**config.mk**
```make
export PLATFORM = sky130hd
export DESIGN_NAME = wb_stage_buf
export DESIGN_NICKNAME = d
export VERILOG_FILES = /design/src/rtl/rv_pkg.sv /design/src/rtl/wb_load_align.sv /design/src/rtl/wb_stage_buf.sv
export SDC_FILE = /design/constraint.sdc
export NUM_CORES = 1
export LEC_CHECK = 0
export BUFFER_PORTS_ARGS = -buffer_cell sky130_fd_sc_hd__buf_2
export CORE_MARGIN = 2
export CORE_UTILIZATION = 40
export DETAILED_ROUTE_END_ITERATION = 8
export PLACE_DENSITY = 0.7
export SKIP_CTS_REPAIR_TIMING = 1
export SYNTH_ARGS = -nofsm -noshare
export SYNTH_HDL_FRONTEND = slang
export SYNTH_SLANG_ARGS = --single-unit
```
**constraint.sdc**
```tcl
create_clock -name clk -period 3.8 [get_ports clk]
set_input_delay 0.38 -clock clk [delete_from_list [all_inputs] [get_ports clk]]
set_output_delay 0.38 -clock clk [all_outputs]
set_load 0.005 [all_outputs]
```
**src/rtl/rv_pkg.sv**
```systemverilog
// Shared RISC-V constants for the write-back path: load funct3 encodings and
// the default datapath and register-address widths.
package rv_pkg;

  localparam int XLEN_DEF   = 32;
  localparam int REG_AW_DEF = 5;

  localparam logic [2:0] LOAD_LB  = 3'b000;
  localparam logic [2:0] LOAD_LH  = 3'b001;
  localparam logic [2:0] LOAD_LW  = 3'b010;
  localparam logic [2:0] LOAD_LD  = 3'b011;
  localparam logic [2:0] LOAD_LBU = 3'b100;
  localparam logic [2:0] LOAD_LHU = 3'b101;
  localparam logic [2:0] LOAD_LWU = 3'b110;

endpackage

```
**src/rtl/wb_load_align.sv**
```systemverilog
// Combinational load formatter: picks the byte/half/word lane at the load
// offset and sign- or zero-extends it to XLEN. Misaligned offsets are not checked.
module wb_load_align
  import rv_pkg::*;
#(
  parameter int XLEN = XLEN_DEF
) (
  input  logic [2:0]      funct3_i,
  input  logic [2:0]      addr_lo_i,
  input  logic [XLEN-1:0] raw_i,
  output logic [XLEN-1:0] fmt_o
);

  localparam int BW = $clog2(XLEN / 8);

  logic        wsel;
  logic [7:0]  b_lane;
  logic [15:0] h_lane;
  logic [31:0] w_lane;

  // Only a 64-bit datapath has two word lanes; a 32-bit one ignores addr_lo[2].
  assign wsel   = (XLEN == 64) ? addr_lo_i[2] : 1'b0;
  assign b_lane = 8'(raw_i >> {addr_lo_i[BW-1:0], 3'b000});
  assign h_lane = 16'(raw_i >> {addr_lo_i[BW-1:1], 4'b0000});
  assign w_lane = 32'(raw_i >> {wsel, 5'b00000});

  always_comb begin
    fmt_o = XLEN'($signed(w_lane));
    case (funct3_i)
      LOAD_LB:  fmt_o = XLEN'($signed(b_lane));
      LOAD_LH:  fmt_o = XLEN'($signed(h_lane));
      LOAD_LBU: fmt_o = XLEN'(b_lane);
      LOAD_LHU: fmt_o = XLEN'(h_lane);
      LOAD_LWU: if (XLEN == 64) fmt_o = XLEN'(w_lane);
      LOAD_LD:  if (XLEN == 64) fmt_o = raw_i;
      default:  ;
    endcase
  end

endmodule

```
**src/rtl/wb_stage_buf.sv**
```systemverilog
// Write-back stage: DEPTH-entry result buffer between MEM and the register
// file write port, with load formatting on entry and an instret counter.
module wb_stage_buf
  import rv_pkg::*;
#(
  parameter int XLEN   = XLEN_DEF,
  parameter int REG_AW = REG_AW_DEF,
  parameter int DEPTH  = 2,
  parameter int CNT_W  = 64
) (
  input  logic              clk,
  input  logic              rst,
  input  logic              mem_valid,
  output logic              mem_ready,
  input  logic [REG_AW-1:0] mem_wd,
  input  logic              mem_wreg,
  input  logic [XLEN-1:0]   mem_wdata,
  input  logic              mem_is_load,
  input  logic [2:0]        mem_funct3,
  input  logic [2:0]        mem_addr_lo,
  input  logic              wb_ready,
  output logic              wb_valid,
  output logic [REG_AW-1:0] wb_wd,
  output logic              wb_wreg,
  output logic [XLEN-1:0]   wb_wdata,
  output logic [CNT_W-1:0]  instret
);

  localparam int PW = $clog2(DEPTH);
  localparam logic [PW:0] FULL_CNT = (PW + 1)'(DEPTH);

  logic [REG_AW-1:0] wd_q   [DEPTH];
  logic              wreg_q [DEPTH];
  logic [XLEN-1:0]   data_q [DEPTH];

  logic [PW-1:0]    rd_ptr_q, rd_ptr_d;
  logic [PW-1:0]    wr_ptr_q, wr_ptr_d;
  logic [PW:0]      count_q, count_d;
  logic [CNT_W-1:0] instret_q, instret_d;

  logic            push;
  logic            pop;
  logic [XLEN-1:0] fmt_data;
  logic [XLEN-1:0] in_data;

  wb_load_align #(.XLEN(XLEN)) u_align (
    .funct3_i  (mem_funct3),
    .addr_lo_i (mem_addr_lo),
    .raw_i     (mem_wdata),
    .fmt_o     (fmt_data)
  );

  // Both sides are valid/ready: a transfer happens on a rising edge where
  // valid and ready are both high. mem_ready comes from registered count only,
  // so a full buffer needs a pop before it will accept again.
  assign mem_ready = (count_q != FULL_CNT);
  assign wb_valid  = (count_q != '0);
  assign push      = mem_valid && mem_ready;
  assign pop       = wb_valid && wb_ready;
  assign in_data   = mem_is_load ? fmt_data : mem_wdata;

  assign wb_wd    = wb_valid ? wd_q[rd_ptr_q]   : '0;
  assign wb_wreg  = wb_valid ? wreg_q[rd_ptr_q] : 1'b0;
  assign wb_wdata = wb_valid ? data_q[rd_ptr_q] : '0;
  assign instret  = instret_q;

  always_comb begin
    rd_ptr_d  = rd_ptr_q;
    wr_ptr_d  = wr_ptr_q;
    count_d   = count_q;
    instret_d = instret_q;
    if (push) wr_ptr_d = wr_ptr_q + PW'(1);
    if (pop) begin
      rd_ptr_d  = rd_ptr_q + PW'(1);
      instret_d = instret_q + CNT_W'(1);
    end
    case ({push, pop})
      2'b10:   count_d = count_q + (PW + 1)'(1);
      2'b01:   count_d = count_q - (PW + 1)'(1);
      default: ;
    endcase
  end

  always_ff @(posedge clk or negedge rst) begin
    if (!rst) begin
      rd_ptr_q  <= '0;
      wr_ptr_q  <= '0;
      count_q   <= '0;
      instret_q <= '0;
      for (int i = 0; i < DEPTH; i++) begin
        wd_q[i]   <= '0;
        wreg_q[i] <= 1'b0;
        data_q[i] <= '0;
      end
    end else begin
      rd_ptr_q  <= rd_ptr_d;
      wr_ptr_q  <= wr_ptr_d;
      count_q   <= count_d;
      instret_q <= instret_d;
      if (push) begin
        wd_q[wr_ptr_q]   <= mem_wd;
        // x0 is hardwired zero, so its write enable is dropped at entry.
        wreg_q[wr_ptr_q] <= mem_wreg && (mem_wd != '0);
        data_q[wr_ptr_q] <= in_data;
      end
    end
  end

endmodule

```
# Word-level counts from Yosys, hierarchy flattened
# Cells that the tools add are included.
[classes]
bitwise = 2
magnitude_cmp = 3
n_reduce_logical = 8
n_addsub = 5
n_eq_ne = 6
n_shift = 2
muxes = 24
[ops]
columns = ["op", "n"]
rows = [
  ["$mux 32", 6],
  ["$pmux 32 s4", 1],
  ["$add 64x1->64 const B", 1],
  ["$bwmux 64", 1],
  ["$demux 32 s1", 1],
  ["$shr 32x5->16", 1],
  ["$shr 32x5->8", 1],
  ["$mux 5", 5],
  ["$bwmux 10", 1],
  ["$eq 3x3->1 const B", 2],
  ["$demux 5 s1", 1],
  ["$mux 1", 5],
  ["$reduce_bool 5->1", 1],
  ["$ge 2x2->1 const B", 2],
  ["$logic_and 1x1->1", 4],
  ["$not 1->2", 2],
  ["$pmux 2 s2", 1],
  ["$reduce_bool 2->1", 2],
  ["$eq 3x1->1 const B", 1],
  ["$logic_not 3->1", 1],
  ["$add 1x1->1 const B", 2],
  ["$add 2x1->2 const B", 1],
  ["$bwmux 2", 1],
  ["$eq 2x1->1 const B", 1],
  ["other kinds (5)", 5],
]
[totals]
output_inout_bits = 104
in_bits = 49
ff_bits = 144
wordCells = 60

# Longest topological paths before layout
[depth]
word_depth = 6
depth_mapped = 8
depth_no_buf = 8

# Cells and area by module
# From an unflattened synthesis, not the netlist that was laid out.
[unflattened]
hier_cells = 771
hier_area_um2 = 7623.6
[by_module_without_submodules]
columns = ["module", "area_each_um2", "n_inst", "cells_each"]
rows = [
  ["wb_stage_buf", 6804.0, 1, 649],
  ["wb_load_align", 819.5, 1, 122],
]

# Worst setup path after synthesis
# Ideal clock, no wire load.
[synth_timing]
kind = "flip-flop to flip-flop"
start = "register instret_q[4] (netlist: instret[4])"
end = "register instret_q[47] (netlist: instret[47])"
required_time_ps = 3675
synth_period_minus_slack_ps = 1955
path_stages_with_launch = 6
path_slack_ps = 1845
t_arrival_ps = 1831
path_cell_list = "dfrtp_1 nand4_2 nor4_4 nand3_2 or4b_4 xnor2_2"
[synth_via]
elab_chain_len = 1
[synth_rtl]
columns = ["element", "line_no", "text"]
rows = [
  ["from (decl)", "wb_stage_buf.sv:39", "logic [CNT_W-1:0] instret_q, instret_d;"],
  ["from (signal assigned)", "wb_stage_buf.sv:99", "instret_q <= instret_d;"],
  ["$add 64x1->64", "wb_stage_buf.sv:75", "instret_d = instret_q + CNT_W'(1);"],
]
# No other way between the ends.
# A chain may end at the register's enable or synchronous reset.

# Final worst setup path
[layout_timing]
start = "register instret_q[8] (netlist: instret[8])"
end = "register instret_q[40] (netlist: instret[40])"
# The elaborated chain is that of the path after synthesis.

==> impl_metrics.py <==
metrics = {
    "outcome": {
        "outcome": "finished clean",
    },
    "critical_path": {
        "reg2reg_to": "instret[40]$_DFFE_PN0P_",
        "crit_arrival_ns": 2.72,
        "cp-end-kind": "register",
        "crit_path_max_fanout": 15,
        "reg2reg_depth": 5,
        "cp.required_ns": 4.14,
        "r2r-start": "instret[8]$_DFFE_PN0P_",
        "worstSetupStartpointType": "register",
        "crit_type": "register to register",
        "rrSetupSlack_ns": 1.42,
    },
    "placed_design": {
        "place.gp.congestion": 0.871,
        "place_hpwl_mm": 13.4,
        "place_ws_ns": 1.37,
        "io_buffers": 151,
        "dp.cells": 1086,
    },
    "cts": {
        "clockBufferDepth": 2,
        "cts_sinks": 144,
        "root_buffer": "clkbuf_16",
        "insertion_delay_ns": 0.42,
        "cts_buffers": 17,
        "clk_pin_slew_ns": 0.06,
        "htree_levels": 4,
        "cts_tree": "built",
    },
    "final_layout": {
        "syn_to_final_growth_pct": 21.9,
        "drive_gt1_frac": 0.267,
        "num-fill-cells": 1663,
        "diodes": 0,
        "nets": 927,
        "final_util": 0.493,
        "stdcell_count": 1118,
    },
    "sta": {
        "finalClockSkew_ns": 0.00748,
        "finalMaxSlewViolations": 0,
        "max_freq_ghz": 0.420,
        "hold_viol": 0,
        "timing.final.crit_share": 0.627,
        "fin_crit_ns": 2.38,
        "finalSetupViolations": 0,
        "relSlewSlack": 0.351,
        "setup_tns_ns": 0,
        "setup_ws_ns": 1.42,
        "tightest_slew_ns": 0.973,
        "rsz0062_at_grt": "no",
    },
    "power": {
        "power.density_nw_per_um2": 677,
        "p_sw_frac": 0.345,
        "ir_drop_uv": 534,
        "pwr-share-comb": 0.334,
        "p_sw_w": 0.00205,
        "p_leak_nw": 4.25,
        "p_seq_frac": 0.388,
        "p_int_w": 0.00389,
        "p_clk_frac": 0.278,
    },
    "drt": {
        "firstDrtPassIters": 5,
        "drcViolationCount": 0,
        "wire_per_inst_um": 16.9,
        "wl_mm": 18.9,
        "vias": 6029,
        "drt_iter0_drc": 478,
        "routed_via_density": 5.39,
        "antenna_left": 0,
    },
    "synth": {
        "synthTopCellsByArea": "dfrtp_1, nand2_1, mux2i_1",
        "muxShareOfSynthArea": 0.0842,
        "yosys.area.top_type_share": 0.501,
        "synthAdderAreaFrac": 0.00348,
        "synthTopCellsByCount": "dfrtp_1, nand2_1, nor2_1",
        "yosys.area.top_type": "dfrtp_1",
        "synth_edf_count": 0,
        "synth_most_common_cell": "dfrtp_1",
        "synth-seq-cells": 144,
        "async_flop_share": 1.00,
        "synth_xor_area_frac": 0.0827,
        "yosys_warnings": 0,
        "synthCells": 729,
        "synthesis.nets": 780,
        "synth_compound_area_frac": 0.0833,
        "synthSimpleGateAreaFrac": 0.218,
        "synth.yosys.seq_area_share": 0.501,
        "synth_area_um2": 7190,
        "synth_top_family_by_area": "simple AND/OR/NAND/NOR gates",
        "ys_types": 48,
        "synth-main-ff-cell": "dfrtp_1",
        "syn_area_per_cell_um2": 9.86,
    },
    "grt": {
        "overflow": 0,
        "grt_max_degree": 103,
        "grt_use_total": 0.200,
        "antenna_found_initial": 0,
        "grt_pass1_wl_mm": 30.6,
        "grt_pass1_vias": 5736,
    },
    "die": {
        "die-area_um2": 19100,
        "die_y_um": 138,
        "io_pins": 153,
        "die_w_um": 138,
        "initial_core_util": 0.404,
        "num_rows": 49,
        "core_um2": 17800,
    },
    "run": {
        "drv_cap": 0,
    },
    "hold_path": {
        "hold_path.class": "input port to asynchronous set/reset pin",
    },
}
==> kinds of logic (layout without fill, tap and decap cells) <==
| logic type | Yosys count | after routing |
|---|---|---|
| multiplexers | 57 | 57 |
| XOR/XNOR | 67 | 67 |
| adder cells (fa/ha/maj) | 2 | 2 |
| buffers and inverters | 50 | 210 |
| AO/OA/AOI/OAI | 91 | 91 |
| AND/OR/NAND/NOR | 318 | 318 |
| flip-flops | 144 | 144 |
==> how the worst max path moves through the flow <==
stage | start | slack, ns | endpoint
3_5_place_dp | mem_funct3[1] | 1.37 | data_q[33]$_DFFE_PN0P_
6_report | instret[8]$_DFFE_PN0P_ | 1.42 | instret[40]$_DFFE_PN0P_
4_1_cts | instret[8]$_DFFE_PN0P_ | 1.42 | instret[40]$_DFFE_PN0P_
2_1_floorplan | instret[4]$_DFFE_PN0P_ | 1.84 | instret[47]$_DFFE_PN0P_
5_1_grt | instret[8]$_DFFE_PN0P_ | 1.21 | instret[36]$_DFFE_PN0P_
3_3_place_gp | mem_funct3[1] | 1.41 | data_q[6]$_DFFE_PN0P_
==> flip-flops by register name, summed over array words and instances (netlist names) <==
register  flops
data_q       64
wreg_q        2
wr_ptr_q      1
wd_q         10
count_q       2
rd_ptr_q      1
instret      64
==> layout by cell type, fill, tap and decap left out, types with 3 or more instances in the layout <==
master | synthesis | routed
a21oi_1 | 32 | 32
a221oi_1 | 7 | 7
a22oi_1 | 8 | 8
and3_1 | 7 | 7
and4_1 | 4 | 4
buf_2 | 6 | 150
buf_4 | 1 | 12
clkbuf_16 | 0 | 17
clkinv_2 | 0 | 6
dfrtp_1 | 144 | 143
inv_1 | 15 | 15
mux2_2 | 18 | 18
mux2i_1 | 38 | 38
nand2_1 | 111 | 111
nand2b_1 | 4 | 4
nand3_1 | 26 | 26
nand3_2 | 3 | 3
nand4_1 | 17 | 17
nor2_1 | 93 | 91
nor3_1 | 18 | 18
nor4_1 | 7 | 7
nor4_2 | 8 | 8
o211ai_1 | 7 | 7
o21ai_0 | 18 | 18
o221ai_1 | 7 | 7
o2bb2ai_1 | 7 | 7
or4_1 | 3 | 3
xnor2_1 | 36 | 36
xor2_1 | 30 | 30
==> power groups by stage <==
stage	Clock, W	Sequential (W)	Combinational [W]
after floorplan	0	0.00223	0.00129
after global placement	0	0.00230	0.00197
after detailed placement	0	0.00233	0.00201
after CTS	0.00168	0.00230	0.00202
after global routing	0.00175	0.00236	0.00221
final	0.00165	0.00230	0.00198
==> layout make-up <==
type | instances | area (um^2) | share of cell area
timing repair buffer | 163 | 852 | 0.0972
multi-input combinational | 535 | 3390 | 0.387
clock inverter | 11 | 114 | 0.0130
tap | 229 | 287 | 0.0327
sequential | 144 | 3600 | 0.411
inverter | 15 | 56.3 | 0.00642
clock buffer | 21 | 460 | 0.0525
==> per-layer routing <==
metal | vias to the layer above | GRT usage | part of all wire
li1 | 2842 | - | -
met1 | 2914 | 0.268 | 0.43
met2 | 254 | 0.323 | 0.49
met3 | 19 | 0.0551 | 0.073
met4 | 0 | 0.0499 | 0.010
met5 | - | 0 | 0
==> worst max-delay path, cell delays in order, from the launching register on <==
cell	delay (ns)
dfrtp_1	0.45
nand4_1	0.22
nor4_4	0.53
nand3_2	0.51
nor3_1	0.37
xor2_1	0.21
==> per-stage QoR <==
| step | hold WS [ns] | total power [W] | area (um^2) |
|---|---|---|---|
| 3_5_place_dp | 0.462 | 0.00434 | 8190 |
| 4_1_cts | 0.0989 | 0.00600 | 8770 |
| 6_report | 0.0642 | 0.00593 | 8770 |
| 5_1_grt | 0.145 | 0.00631 | 8770 |
| 2_1_floorplan | 0.0844 | 0.00352 | 7190 |
| 3_3_place_gp | 0.458 | 0.00428 | 8190 |
Note: power is estimated with default switching activity, not from simulation.
